File: config.mk
export PLATFORM = sky130hd
export DESIGN_NAME = mac_tx_header_insert
export DESIGN_NICKNAME = d
export VERILOG_FILES = /design/src/rtl/mac_pkg.sv /design/src/rtl/mac_tx_header_insert.sv
export SDC_FILE = /design/constraint.sdc
export NUM_CORES = 1
export LEC_CHECK = 0
export CAP_MARGIN = 20
export CORE_MARGIN = 4
export CORE_UTILIZATION = 30
export DETAILED_ROUTE_END_ITERATION = 6
export PLACE_DENSITY = 0.53
export SYNTH_ARGS = -nofsm -noshare
export SYNTH_HDL_FRONTEND = slang
export SYNTH_SLANG_ARGS = --single-unit
export TNS_END_PERCENT = 50
File: constraint.sdc
create_clock -name logic_clk -period 3 [get_ports logic_clk]
set_clock_uncertainty 0.2 [all_clocks]
set_input_delay 0.3 -clock logic_clk [delete_from_list [all_inputs] [get_ports logic_clk]]
set_output_delay 0.3 -clock logic_clk [all_outputs]
set_load 0.02 [all_outputs]
File: src/rtl/mac_pkg.sv
// Shared MAC definitions: framing constants and the header-insert FSM encoding.
package mac_pkg;

  localparam int unsigned MAC_HDR_LEN     = 14;
  localparam int unsigned MAC_MIN_FRAME   = 60;
  localparam int unsigned MAC_MAX_PAYLOAD = 1500;
  localparam logic [63:0] PREAMBLE_REG    = 64'h5555_5555_5555_55D5;

  typedef enum logic [2:0] {
    HDR_IDLE,
    HDR_HEADER,
    HDR_PAYLOAD,
    HDR_PAD,
    HDR_DROP
  } mac_tx_hdr_state_t;

endpackage

File: src/rtl/mac_tx_header_insert.sv
// Prepends the Ethernet header to a payload byte stream, pads short frames to the
// minimum length and truncates oversize payloads, with a single output register stage.
module mac_tx_header_insert
  import mac_pkg::*;
#(
  parameter logic [47:0] LOCAL_MAC   = 48'h00_0A_35_00_01_02,
  parameter int unsigned MIN_FRAME   = MAC_MIN_FRAME,
  parameter int unsigned MAX_PAYLOAD = MAC_MAX_PAYLOAD
) (
  input  logic        logic_clk,
  input  logic        logic_rst,
  input  logic [7:0]  mac_rnet_data_in,
  input  logic        mac_rnet_valid_in,
  output logic        mac_rnet_ready_out,
  input  logic        mac_rnet_last_in,
  input  logic [47:0] mac_dst_in,
  input  logic [15:0] mac_type_in,
  output logic [7:0]  mac_tcrc_data_out,
  output logic        mac_tcrc_valid_out,
  input  logic        mac_tcrc_ready_in,
  output logic        mac_tcrc_last_out,
  output logic        mac_trunc_err_out
);

  localparam logic [10:0] HDR_LAST_IDX = 11'(MAC_HDR_LEN - 1);
  localparam logic [10:0] MIN_FRAME_W  = 11'(MIN_FRAME);
  localparam logic [10:0] MAX_PAY_W    = 11'(MAX_PAYLOAD);

  mac_tx_hdr_state_t state_q, state_d;

  logic [47:0] dst_q;
  logic [15:0] type_q;
  logic [10:0] byte_cnt_q, byte_cnt_d;
  logic [10:0] pay_cnt_q, pay_cnt_d;
  logic [7:0]  data_q, data_d;
  logic        valid_q, valid_d;
  logic        last_q, last_d;
  logic        trunc_q, trunc_d;
  logic [7:0]  hdr_byte;
  logic        adv;
  logic        accept;

  // Output register can take a new byte when empty or being drained this cycle.
  assign adv                = !valid_q || mac_tcrc_ready_in;
  assign mac_rnet_ready_out = ((state_q == HDR_PAYLOAD) && adv) || (state_q == HDR_DROP);
  assign accept             = mac_rnet_valid_in && mac_rnet_ready_out;

  assign mac_tcrc_data_out  = data_q;
  assign mac_tcrc_valid_out = valid_q;
  assign mac_tcrc_last_out  = last_q;
  assign mac_trunc_err_out  = trunc_q;

  always_comb begin
    hdr_byte = '0;
    case (byte_cnt_q[3:0])
      4'd0:    hdr_byte = dst_q[47:40];
      4'd1:    hdr_byte = dst_q[39:32];
      4'd2:    hdr_byte = dst_q[31:24];
      4'd3:    hdr_byte = dst_q[23:16];
      4'd4:    hdr_byte = dst_q[15:8];
      4'd5:    hdr_byte = dst_q[7:0];
      4'd6:    hdr_byte = LOCAL_MAC[47:40];
      4'd7:    hdr_byte = LOCAL_MAC[39:32];
      4'd8:    hdr_byte = LOCAL_MAC[31:24];
      4'd9:    hdr_byte = LOCAL_MAC[23:16];
      4'd10:   hdr_byte = LOCAL_MAC[15:8];
      4'd11:   hdr_byte = LOCAL_MAC[7:0];
      4'd12:   hdr_byte = type_q[15:8];
      4'd13:   hdr_byte = type_q[7:0];
      default: hdr_byte = '0;
    endcase
  end

  always_comb begin
    state_d    = state_q;
    byte_cnt_d = byte_cnt_q;
    pay_cnt_d  = pay_cnt_q;
    data_d     = data_q;
    valid_d    = valid_q;
    last_d     = last_q;
    trunc_d    = 1'b0;

    if (adv) begin
      valid_d = 1'b0;
      last_d  = 1'b0;
    end

    case (state_q)
      HDR_IDLE: begin
        byte_cnt_d = '0;
        pay_cnt_d  = '0;
        if (mac_rnet_valid_in) state_d = HDR_HEADER;
      end
      HDR_HEADER: begin
        if (adv) begin
          data_d     = hdr_byte;
          valid_d    = 1'b1;
          byte_cnt_d = byte_cnt_q + 11'd1;
          if (byte_cnt_q == HDR_LAST_IDX) state_d = HDR_PAYLOAD;
        end
      end
      HDR_PAYLOAD: begin
        if (accept) begin
          data_d     = mac_rnet_data_in;
          valid_d    = 1'b1;
          byte_cnt_d = byte_cnt_q + 11'd1;
          pay_cnt_d  = pay_cnt_q + 11'd1;
          // A last flag wins over the size limit on the same byte.
          if (mac_rnet_last_in) begin
            if ((byte_cnt_q + 11'd1) >= MIN_FRAME_W) begin
              last_d  = 1'b1;
              state_d = HDR_IDLE;
            end else begin
              state_d = HDR_PAD;
            end
          end else if ((pay_cnt_q + 11'd1) == MAX_PAY_W) begin
            last_d  = 1'b1;
            trunc_d = 1'b1;
            state_d = HDR_DROP;
          end
        end
      end
      HDR_PAD: begin
        if (adv) begin
          data_d     = '0;
          valid_d    = 1'b1;
          byte_cnt_d = byte_cnt_q + 11'd1;
          if ((byte_cnt_q + 11'd1) >= MIN_FRAME_W) begin
            last_d  = 1'b1;
            state_d = HDR_IDLE;
          end
        end
      end
      HDR_DROP: begin
        if (mac_rnet_valid_in && mac_rnet_last_in) state_d = HDR_IDLE;
      end
      default: state_d = HDR_IDLE;
    endcase
  end

  always_ff @(posedge logic_clk) begin
    if (logic_rst) begin
      state_q    <= HDR_IDLE;
      dst_q      <= '0;
      type_q     <= '0;
      byte_cnt_q <= '0;
      pay_cnt_q  <= '0;
      data_q     <= '0;
      valid_q    <= 1'b0;
      last_q     <= 1'b0;
      trunc_q    <= 1'b0;
    end else begin
      state_q    <= state_d;
      byte_cnt_q <= byte_cnt_d;
      pay_cnt_q  <= pay_cnt_d;
      data_q     <= data_d;
      valid_q    <= valid_d;
      last_q     <= last_d;
      trunc_q    <= trunc_d;
      if ((state_q == HDR_IDLE) && mac_rnet_valid_in) begin
        dst_q  <= mac_dst_in;
        type_q <= mac_type_in;
      end
    end
  end

endmodule

### Yosys cells after proc, flatten, opt, wreduce, memory -nomap -nowiden

Index checks and enable logic that the tools add are counted.

* add/subtract/negate cells: 2
* magnitude comparators: 1
* equality and inequality tests: 26
* muxes and demuxes: 33
* bitwise logic cells: 2
* reductions and logical operators: 18

Operators by type and width (number)
* $pmux 8 s12: 1
* $mux 11: 3
* $pmux 11 s3: 1
* $mux 3: 9
* $mux 8: 3
* $pmux 8 s3: 1
* $add 11x1->11 const B: 2
* $pmux 11 s2: 1
* $eq 4x4->1 const B: 5
* $pmux 3 s5: 1
* $eq 4x3->1 const B: 3
* $ne 2x2->1 const B: 6
* $eq 11x11->1 const B: 1
* $eq 11x4->1 const B: 1
* $ge 11x6->1 const B: 1
* $mux 1: 10
* $eq 4x2->1 const B: 2
* $reduce_and 8->1: 1
* $eq 3x2->1 const B: 2
* $reduce_bool 3->1: 2
* $eq 4x1->1 const B: 1
* $logic_and 1x1->1: 4
* $logic_not 4->1: 1
* $ne 2x1->1 const B: 2
* 15 further kinds: 18

* register bits after elaboration: 100
* input port bits: 77
* output and inout port bits: 12
* logic and storage cells: 91

### Logic depth before layout (Yosys ltp)

Gate-level depths: netlist of run 1.

* depth after elaboration: 7
* mapped depth: 10

### Worst setup path before layout of run 1

OpenSTA, ideal clock, no wires.

* path type: reg2reg
* start point: reg byte_cnt_q[0]
* end point: reg data_q[7], in the netlist mac_tcrc_data_out[7]
* setup time: 0.132 ns
* arrival time: 1.667 ns
* required time: 2.668 ns
* slack: 1.001 ns
* cell stages (with the launch flop): 10
* buffers on the path: 2
* clock period less this slack: 1.999 ns
* cells stage by stage: dfxtp_1 > inv_1 > ha_1 > buf_2 > buf_2 > a22o_1 > a32oi_1 > a21oi_1 > a211oi_1 > nor3_1

* longest elaborated chain between the ends: 4
* elaborated cells on any way between the ends: 15
* those cells by class: 11 x eq/ne; 3 x mux; 1 x reduce/logical

Ends and longest elaborated chain
* start: declaration: line mac_tx_header_insert.sv:33 `logic [10:0] byte_cnt_q, byte_cnt_d;`
* start signal: assignment: line mac_tx_header_insert.sv:154 `byte_cnt_q <= byte_cnt_d;`
* $eq 4x4->1 (tied with other cells): line mac_tx_header_insert.sv:55 `case (byte_cnt_q[3:0])`
* $pmux 8 s12 *: line mac_tx_header_insert.sv:55
* $mux 8 *: line mac_tx_header_insert.sv:95 `if (adv) begin`
* $pmux 8 s3 *: line mac_tx_header_insert.sv:88 `case (state_q)`
* end signal: assignment: line mac_tx_header_insert.sv:156 `data_q <= data_d;`
* end: declaration: line mac_tx_header_insert.sv:35 `logic [7:0] data_q, data_d;`

Mark *: on every way between the ends. The rest lies on a longest branch, timed or not. The select of a mux whose other input is x is not followed.
A chain may end at the register's enable or synchronous reset.

### Worst setup path after layout of run 1

* start point: reg byte_cnt_q[0]
* end point: reg data_q[4], in the netlist mac_tcrc_data_out[4]

The elaborated chain is that of the path after synthesis.

==> results_dict.tcl, run 1 <==
set metrics [dict create \
    outcome "complete, no violations" \
    slew_at_the_pin_closest_to_its_max_slew_limit_ns 0.748 \
    rsz0062_at_grt "no" \
    post_dp_cell_area_um2 5840 \
    clock_power_share_pct 24.7 \
    internal-power_mw 2.78 \
    synth_top_cell_area_share_pct 42.0 \
    finalSetupViolCount 0 \
    cts-buffers-inserted 9 \
    synthToLayoutAreaGrowth_pct 28.3 \
    worst-setup-path-type "flip-flop to flip-flop" \
    totalPowerFinal_mw 4.45 \
    count_of_boundary_i_o_pins 89 \
    slew-limit-headroom_pct 50.1 \
    first_pass_iters 5 \
    p_sw_share_pct 37.6 \
    peakVddDrop_v 0.000336 \
    power.share.sequential_pct 39.0 \
    yosys_warnings 0 \
    first_iter_violations 343 \
    postCtsResizedCells 0 \
    num_rows 45 \
    post-cts-setup-buffers 0 \
    hold_slack_ns 0.0907 \
    fin_util_pct 39.8 \
    synth_fp_nets 714 \
    die_width_um 134 \
    fp.dieArea_um2 18000 \
    root_buffer "clkbuf_16" \
    cp.required_ns 3.07 \
    maxClockFrequency_mhz 390 \
    number_of_standard_cells_after_synthesis 632 \
    min-delay-path-class "primary input to flip-flop" \
    proportion_of_layout_cells_with_a_drive_suffix_above_1_pct 6.95 \
    place_congestion 0.871 \
    slew_violations 0 \
    report.final.hold_viol_count 0 \
    fin_nets 782 \
    power-per-cell-area_nw_per_um2 728 \
    timing.final.ws_setup_ns 0.433 \
    start_kind "flip-flop" \
    first_global_vias 4666 \
    clock_insertion_delay_worst_skew_ns 0.35 \
    edff_count_synth 0 \
    p_comb_share_pct 36.3 \
    floorplan.die.height_um 134 \
    post_drt_via_cell_ratio 5.14 \
    layout.cells.non_filler 916 \
    synthTopCellsByCount "nand2_1 (155), a21oi_1 (101), dfxtp_1 (100)" \
    place_worst_setup_slack_ns 0.473 \
    yosys.cell_types.count 64 \
    start_util_pct 31.0 \
    synth_top_cells_by_area "dfxtp_1 (42%), nand2_1 (12%), a21oi_1 (11%), nor2_1 (3.8%), o21ai_0 (2.4%)" \
    hpwlAfterDp_um 10600 \
    critical-path-max-stage-delay_ns 0.55 \
    cp-end-kind "flip-flop" \
    synth_seq_area_share_pct 42.0 \
    final_design_area_no_fill_um2 6120 \
    globalRouteOverflowTotal 0 \
    mappedNetlistArea_um2 4770 \
    hold_buf_cts 0 \
    dp.cells 900 \
    cts_max_level 3 \
    antenna_cells_inserted 0 \
    drt_drc_violations_left 0 \
    antenna_violations_before_repair 0 \
    wirelength_um 14500 \
    max-clock-path-buffers 2 \
    post-synth-top-count-cell "nand2_1" \
    period_share_pct 85.6 \
    global_route.usage.total_pct 16.2 \
    max_cap_viol_count 0 \
    crit_slowest_cell "ha_1" \
    leakage_nw 2.06 \
    port-buffer-count 88 \
    ant_nets 0 \
    grt_pass1_wl_um 23300 \
    async_reset_ff_share_pct 0 \
    synth_flop_cell "dfxtp_1" \
    cts_tree "done" \
    power_switching_mw 1.68 \
    wire_per_inst_um 15.8 \
    mapped_avg_cell_area_um2 7.54 \
    cp_cell_sequence "ha_1 > buf_4 > a222oi_1 > o21ai_0 > nand2_1 > a21oi_1 > a211oi_1 > nor3_1" \
    grt_max_degree 65 \
    synth_top_cell_by_area "dfxtp_1" \
    crit_arrival_ns 2.64 \
    clock_sinks 100 \
    min_period_ns 2.57 \
    yosys_register_bits 100 \
    fp.coreArea_um2 15400 \
    cts.clk_slew.worst_paths_ns 0.07 \
    vias 4707 \
    timing.critical_path.fanout_max 12 \
    final.setup.tns_ns 0 \
]
## cell usage in the layout, fill, tap and decap left out, types with 3 or more instances in the layout
| cell type | n |
|---|---|
| or4_1 | 3 |
| nand2_1 | 154 |
| dfxtp_1 | 100 |
| nor4_1 | 4 |
| o21ai_0 | 23 |
| nand3_1 | 12 |
| ha_1 | 5 |
| o21ai_1 | 3 |
| nor3b_1 | 5 |
| a21oi_1 | 101 |
| a31oi_1 | 6 |
| a32oi_1 | 3 |
| clkdlybuf4s50_1 | 87 |
| nand4_1 | 3 |
| inv_1 | 8 |
| a311oi_1 | 5 |
| or3_1 | 5 |
| a222oi_1 | 4 |
| clkbuf_16 | 9 |
| nor3_1 | 13 |
| mux2i_1 | 6 |
| a211oi_1 | 10 |
| nand2b_1 | 5 |
| nor2b_1 | 3 |
| a22o_1 | 6 |
| and3_2 | 3 |
| buf_4 | 14 |
| a22oi_1 | 5 |
| a221oi_1 | 3 |
| nand3b_1 | 3 |
| nor2_1 | 48 |
## path summary, 6_finish.rpt
| path | start | endpoint | slack, ns | depth (start not counted) |
|---|---|---|---|---|
| worst max-delay path | byte_cnt_q[0]$_SDFFE_PP0P_ | mac_tcrc_data_out[4]$_SDFFE_PP0P_ | 0.43 | 8 |
| worst min-delay path | logic_rst | mac_tcrc_valid_out$_SDFF_PP0_ | 0.09 | 2 |
| worst max register to register | byte_cnt_q[0]$_SDFFE_PP0P_ | mac_tcrc_data_out[4]$_SDFFE_PP0P_ | 0.43 | 8 |
| worst min register to register | type_q[9]$_SDFFE_PP0P_ | type_q[9]$_SDFFE_PP0P_ | 0.25 | 2 |
## area by class of cell
type                            count  area (um2)
Fill cell                        1590        9250
Multi-Input combinational cell    477        2540
Sequential cell                   100        2000
Timing Repair Buffer              103        1000
Tap cell                          211         264
Clock buffer                       12         246
Inverter                            9        33.8
Clock inverter                      4        30.0
## power by group through the flow
| stage | Clock (mW) | Combinational (mW) | Sequential (mW) |
|---|---|---|---|
| 2_1_floorplan | 0 | 1.02 | 1.75 |
| 3_3_place_gp | 0 | 1.61 | 1.76 |
| 3_5_place_dp | 0 | 1.63 | 1.77 |
| 4_1_cts | 1.13 | 1.63 | 1.74 |
| 5_1_grt | 1.19 | 1.80 | 1.77 |
| 6_report | 1.10 | 1.62 | 1.74 |
## routing by layer
metal | vias to the layer above | global-route usage (%) | share of wire [%]
li1 | 2352 | - | -
met1 | 2213 | 21.0 | 46
met2 | 127 | 26.2 | 45
met3 | 15 | 5.21 | 6.8
met4 | 0 | 3.79 | 1.4
met5 | - | 0 | 0
## registers in the layout, summed over array words and instances, names as in the netlist, 3 cells and up
signal             count
dst_q                 48
type_q                16
byte_cnt_q            11
pay_cnt_q             11
mac_tcrc_data_out      8
state_q                3
## worst max-delay path: cells and delay by family, from the launching register on
kind	cells	cell delay, ns
adders and majority gates	1	0.55
DFF	1	0.47
AOI/OAI and AO/OA	4	0.73
and+or+nand+nor	2	0.26
buffers and inverters	1	0.28
## cells by family after synthesis
| family | synth area share [%] |
|---|---|
| muxes | 1.97 |
| buffers and inverters | 4.80 |
| adders and majority gates | 1.31 |
| AOI/OAI and AO/OA | 23.7 |
| DFF | 42.0 |
| xor gates and xnor gates | 0.184 |
| and+or+nand+nor | 26.1 |
Note: power is estimated with default switching activity, not from simulation.
==> run 2: changes to the inputs <==
HOLD_SLACK_MARGIN = 0.05   (was default)
SLEW_MARGIN = 30   (was default)
==> results of run 2 <==
Same layout as run 1: the final DEF is identical, and so are final timing and power.
==> run 3: changes to the inputs <==
CTS_BUF_LIST = sky130_fd_sc_hd__clkbuf_16   (was default)
DONT_BUFFER_PORTS = 1   (was default)
PLACE_DENSITY = 0.46   (was 0.53)
==> run 3 against run 2 <==
- routed wire length grew 0.64%
- core utilization is 0.55 points lower
- highest routed layer unchanged
- die area unchanged
- sequential share of layout area is 0.46 points higher
- sequential power grew 5%
- register-to-register slack got worse by 0.09 ns
- fmax decreased by 3.3%
- sequential cell count unchanged
==> results_dict.tcl, run 3 (synthesized netlist as in run 1, its figures left out) <==
set metrics [dict create \
    outcome "complete, no violations" \
    floorplan.die.height_um 134 \
    report.final.hold_viol_count 0 \
    min-delay-path-class "primary input to flip-flop" \
    hpwlAfterDp_um 10200 \
    max_cap_viol_count 0 \
    slew_at_the_pin_closest_to_its_max_slew_limit_ns 0.791 \
    wire_per_inst_um 16.2 \
    root_buffer "clkbuf_16" \
    mostFrequentLayoutCells "nand2_1 (154), a21oi_1 (101), dfxtp_1 (100), dlygate4sd3_1 (74), nor2_1 (48)" \
    worst-setup-path-type "flip-flop to flip-flop" \
    hold_depth 3 \
    slew-limit-headroom_pct 47.2 \
    maxClockFrequency_mhz 377 \
    postCtsResizedCells 0 \
    rsz0062_at_grt "no" \
    antenna_cells_inserted 0 \
    peakVddDrop_v 0.000356 \
    first_global_vias 4487 \
    power.share.sequential_pct 40.8 \
    power-per-cell-area_nw_per_um2 744 \
    start_util_pct 31.0 \
    flip_flop_count_of_the_largest_register_after_layout 48 \
    grt_pass1_wl_um 23700 \
    port-buffer-count 0 \
    slew_violations 0 \
    vias 4619 \
    fill_cells 1577 \
    leakage_nw 2.06 \
    post_drt_via_cell_ratio 5.13 \
    timing.rr.end "type_q[2]$_SDFFE_PP0P_" \
    globalRouteOverflowTotal 0 \
    grt_max_degree 101 \
    first_pass_iters 5 \
    ant_nets 0 \
    cp_cell_sequence "or2_1 > nor2_1 > nand2_2 > buf_4 > nand2_1 > a21oi_1 > dlygate4sd3_1" \
    final.setup.tns_ns 0 \
    fin_util_pct 39.2 \
    fp.coreArea_um2 15400 \
    setup.reg_to_reg.worst_slack_ns 0.35 \
    fin_nets 766 \
    biggestRegsByFlops "dst_q: 48 flops, type_q: 16 flops" \
    antenna_violations_before_repair 0 \
    cp-end-kind "flip-flop" \
    cts-buffers-inserted 9 \
    cts_max_level 3 \
    worstReg2RegStart "state_q[0]$_SDFFE_PP0P_" \
    min_period_ns 2.65 \
    max-clock-path-buffers 2 \
    drt_drc_violations_left 0 \
    global_route.usage.total_pct 16.5 \
    cts.clk_slew.worst_paths_ns 0.07 \
    die_width_um 134 \
    clock_power_share_pct 28.2 \
    critical-path-max-stage-delay_ns 0.61 \
    internal-power_mw 2.81 \
    crit_arrival_ns 2.75 \
    proportion_of_layout_cells_with_a_drive_suffix_above_1_pct 6.68 \
    period_share_pct 88.5 \
    p_sw_share_pct 37.4 \
    timing.critical_path.fanout_max 64 \
    regMostFlops "dst_q" \
    clock_sinks 100 \
    wirelength_um 14600 \
    cp.required_ns 3.09 \
    critical_path.endpoint "type_q[2]$_SDFFE_PP0P_" \
    finalSetupViolCount 0 \
    cts_tree "done" \
    synthToLayoutAreaGrowth_pct 26.5 \
    most_common_library_cell_in_the_layout_ignoring_fill_and_taps "nand2_1" \
    num_rows 45 \
    power_switching_mw 1.68 \
    count_of_boundary_i_o_pins 89 \
    clock_insertion_delay_worst_skew_ns 0.35 \
    crit_slowest_cell "dfxtp_1" \
    critical_path.startpoint "state_q[0]$_SDFFE_PP0P_" \
    reg2reg_depth 7 \
    p_comb_share_pct 31.0 \
    first_iter_violations 438 \
    start_kind "flip-flop" \
    fp.dieArea_um2 18000 \
    place_congestion 0.828 \
]
run 3: layout make-up:
class,count,area (um2),share of cell area (%)
multi-input combinational,477,2540,42.1
sequential,100,2000,33.2
tap,211,264,4.38
clock buffer,9,225,3.73
clock inverter,7,96.3,1.60
timing repair buffer,87,871,14.4
inverter,9,33.8,0.560
run 3: repair_timing:
action,CTS,global route
buffers inserted,0,0
hold buffers,75,0
endpoints found under the hold margin,100,0
run 3: critical path: cells and delay by family, from the launching register on:
| kind | cells | cell delay (ns) |
|---|---|---|
| DFF | 1 | 0.61 |
| buffers and inverters | 2 | 1.06 |
| and+or+nand+nor | 4 | 0.58 |
| AOI/OAI and AO/OA | 1 | 0.15 |
run 3: worst min-delay path by stage:
stage                                     to                    from  slack [ns]
4_1_cts         mac_tcrc_last_out$_SDFF_PP0_        mac_rnet_last_in        0.07
5_1_grt         mac_tcrc_last_out$_SDFF_PP0_        mac_rnet_last_in        0.13
3_3_place_gp   mac_tcrc_valid_out$_SDFF_PP0_               logic_rst        0.18
6_report        mac_tcrc_last_out$_SDFF_PP0_        mac_rnet_last_in        0.09
3_5_place_dp   mac_tcrc_valid_out$_SDFF_PP0_               logic_rst        0.19
2_1_floorplan         dst_q[18]$_SDFFE_PP0P_  dst_q[18]$_SDFFE_PP0P_        0.23
run 3: power groups by stage:
| stage | registers [mW] | clock network (mW) | logic, mW |
|---|---|---|---|
| 2_1_floorplan | 1.75 | 0 | 1.02 |
| 5_1_grt | 1.86 | 1.36 | 1.59 |
| 4_1_cts | 1.83 | 1.31 | 1.40 |
| 3_5_place_dp | 1.86 | 0 | 1.29 |
| 3_3_place_gp | 1.86 | 0 | 1.27 |
| 6_report | 1.83 | 1.27 | 1.39 |
run 3: metrics by stage:
| stage | cells | worst slack (ns) | hold slack [ns] | area (um2) | power [mW] |
|---|---|---|---|---|---|
| 6_report | 900 | 0.346 | 0.0932 | 6030 | 4.49 |
| 5_1_grt | 900 | 0.0769 | 0.131 | 6030 | 4.81 |
| 4_1_cts | 900 | 0.324 | 0.0707 | 6030 | 4.54 |
| 3_5_place_dp | 809 | 0.519 | 0.185 | 4940 | 3.15 |
| 3_3_place_gp | 809 | 0.582 | 0.184 | 4940 | 3.14 |
| 2_1_floorplan | 632 | 1.00 | 0.232 | 4770 | 2.77 |
run 3: per-layer routing:
metal | part of all wire [%] | track usage, % | vias up
met5 | 0 | 0 | -
met1 | 47 | 22.1 | 2167
met2 | 47 | 26.8 | 110
li1 | - | - | 2325
met4 | 2.1 | 5.37 | 0
met3 | 4.5 | 3.26 | 17
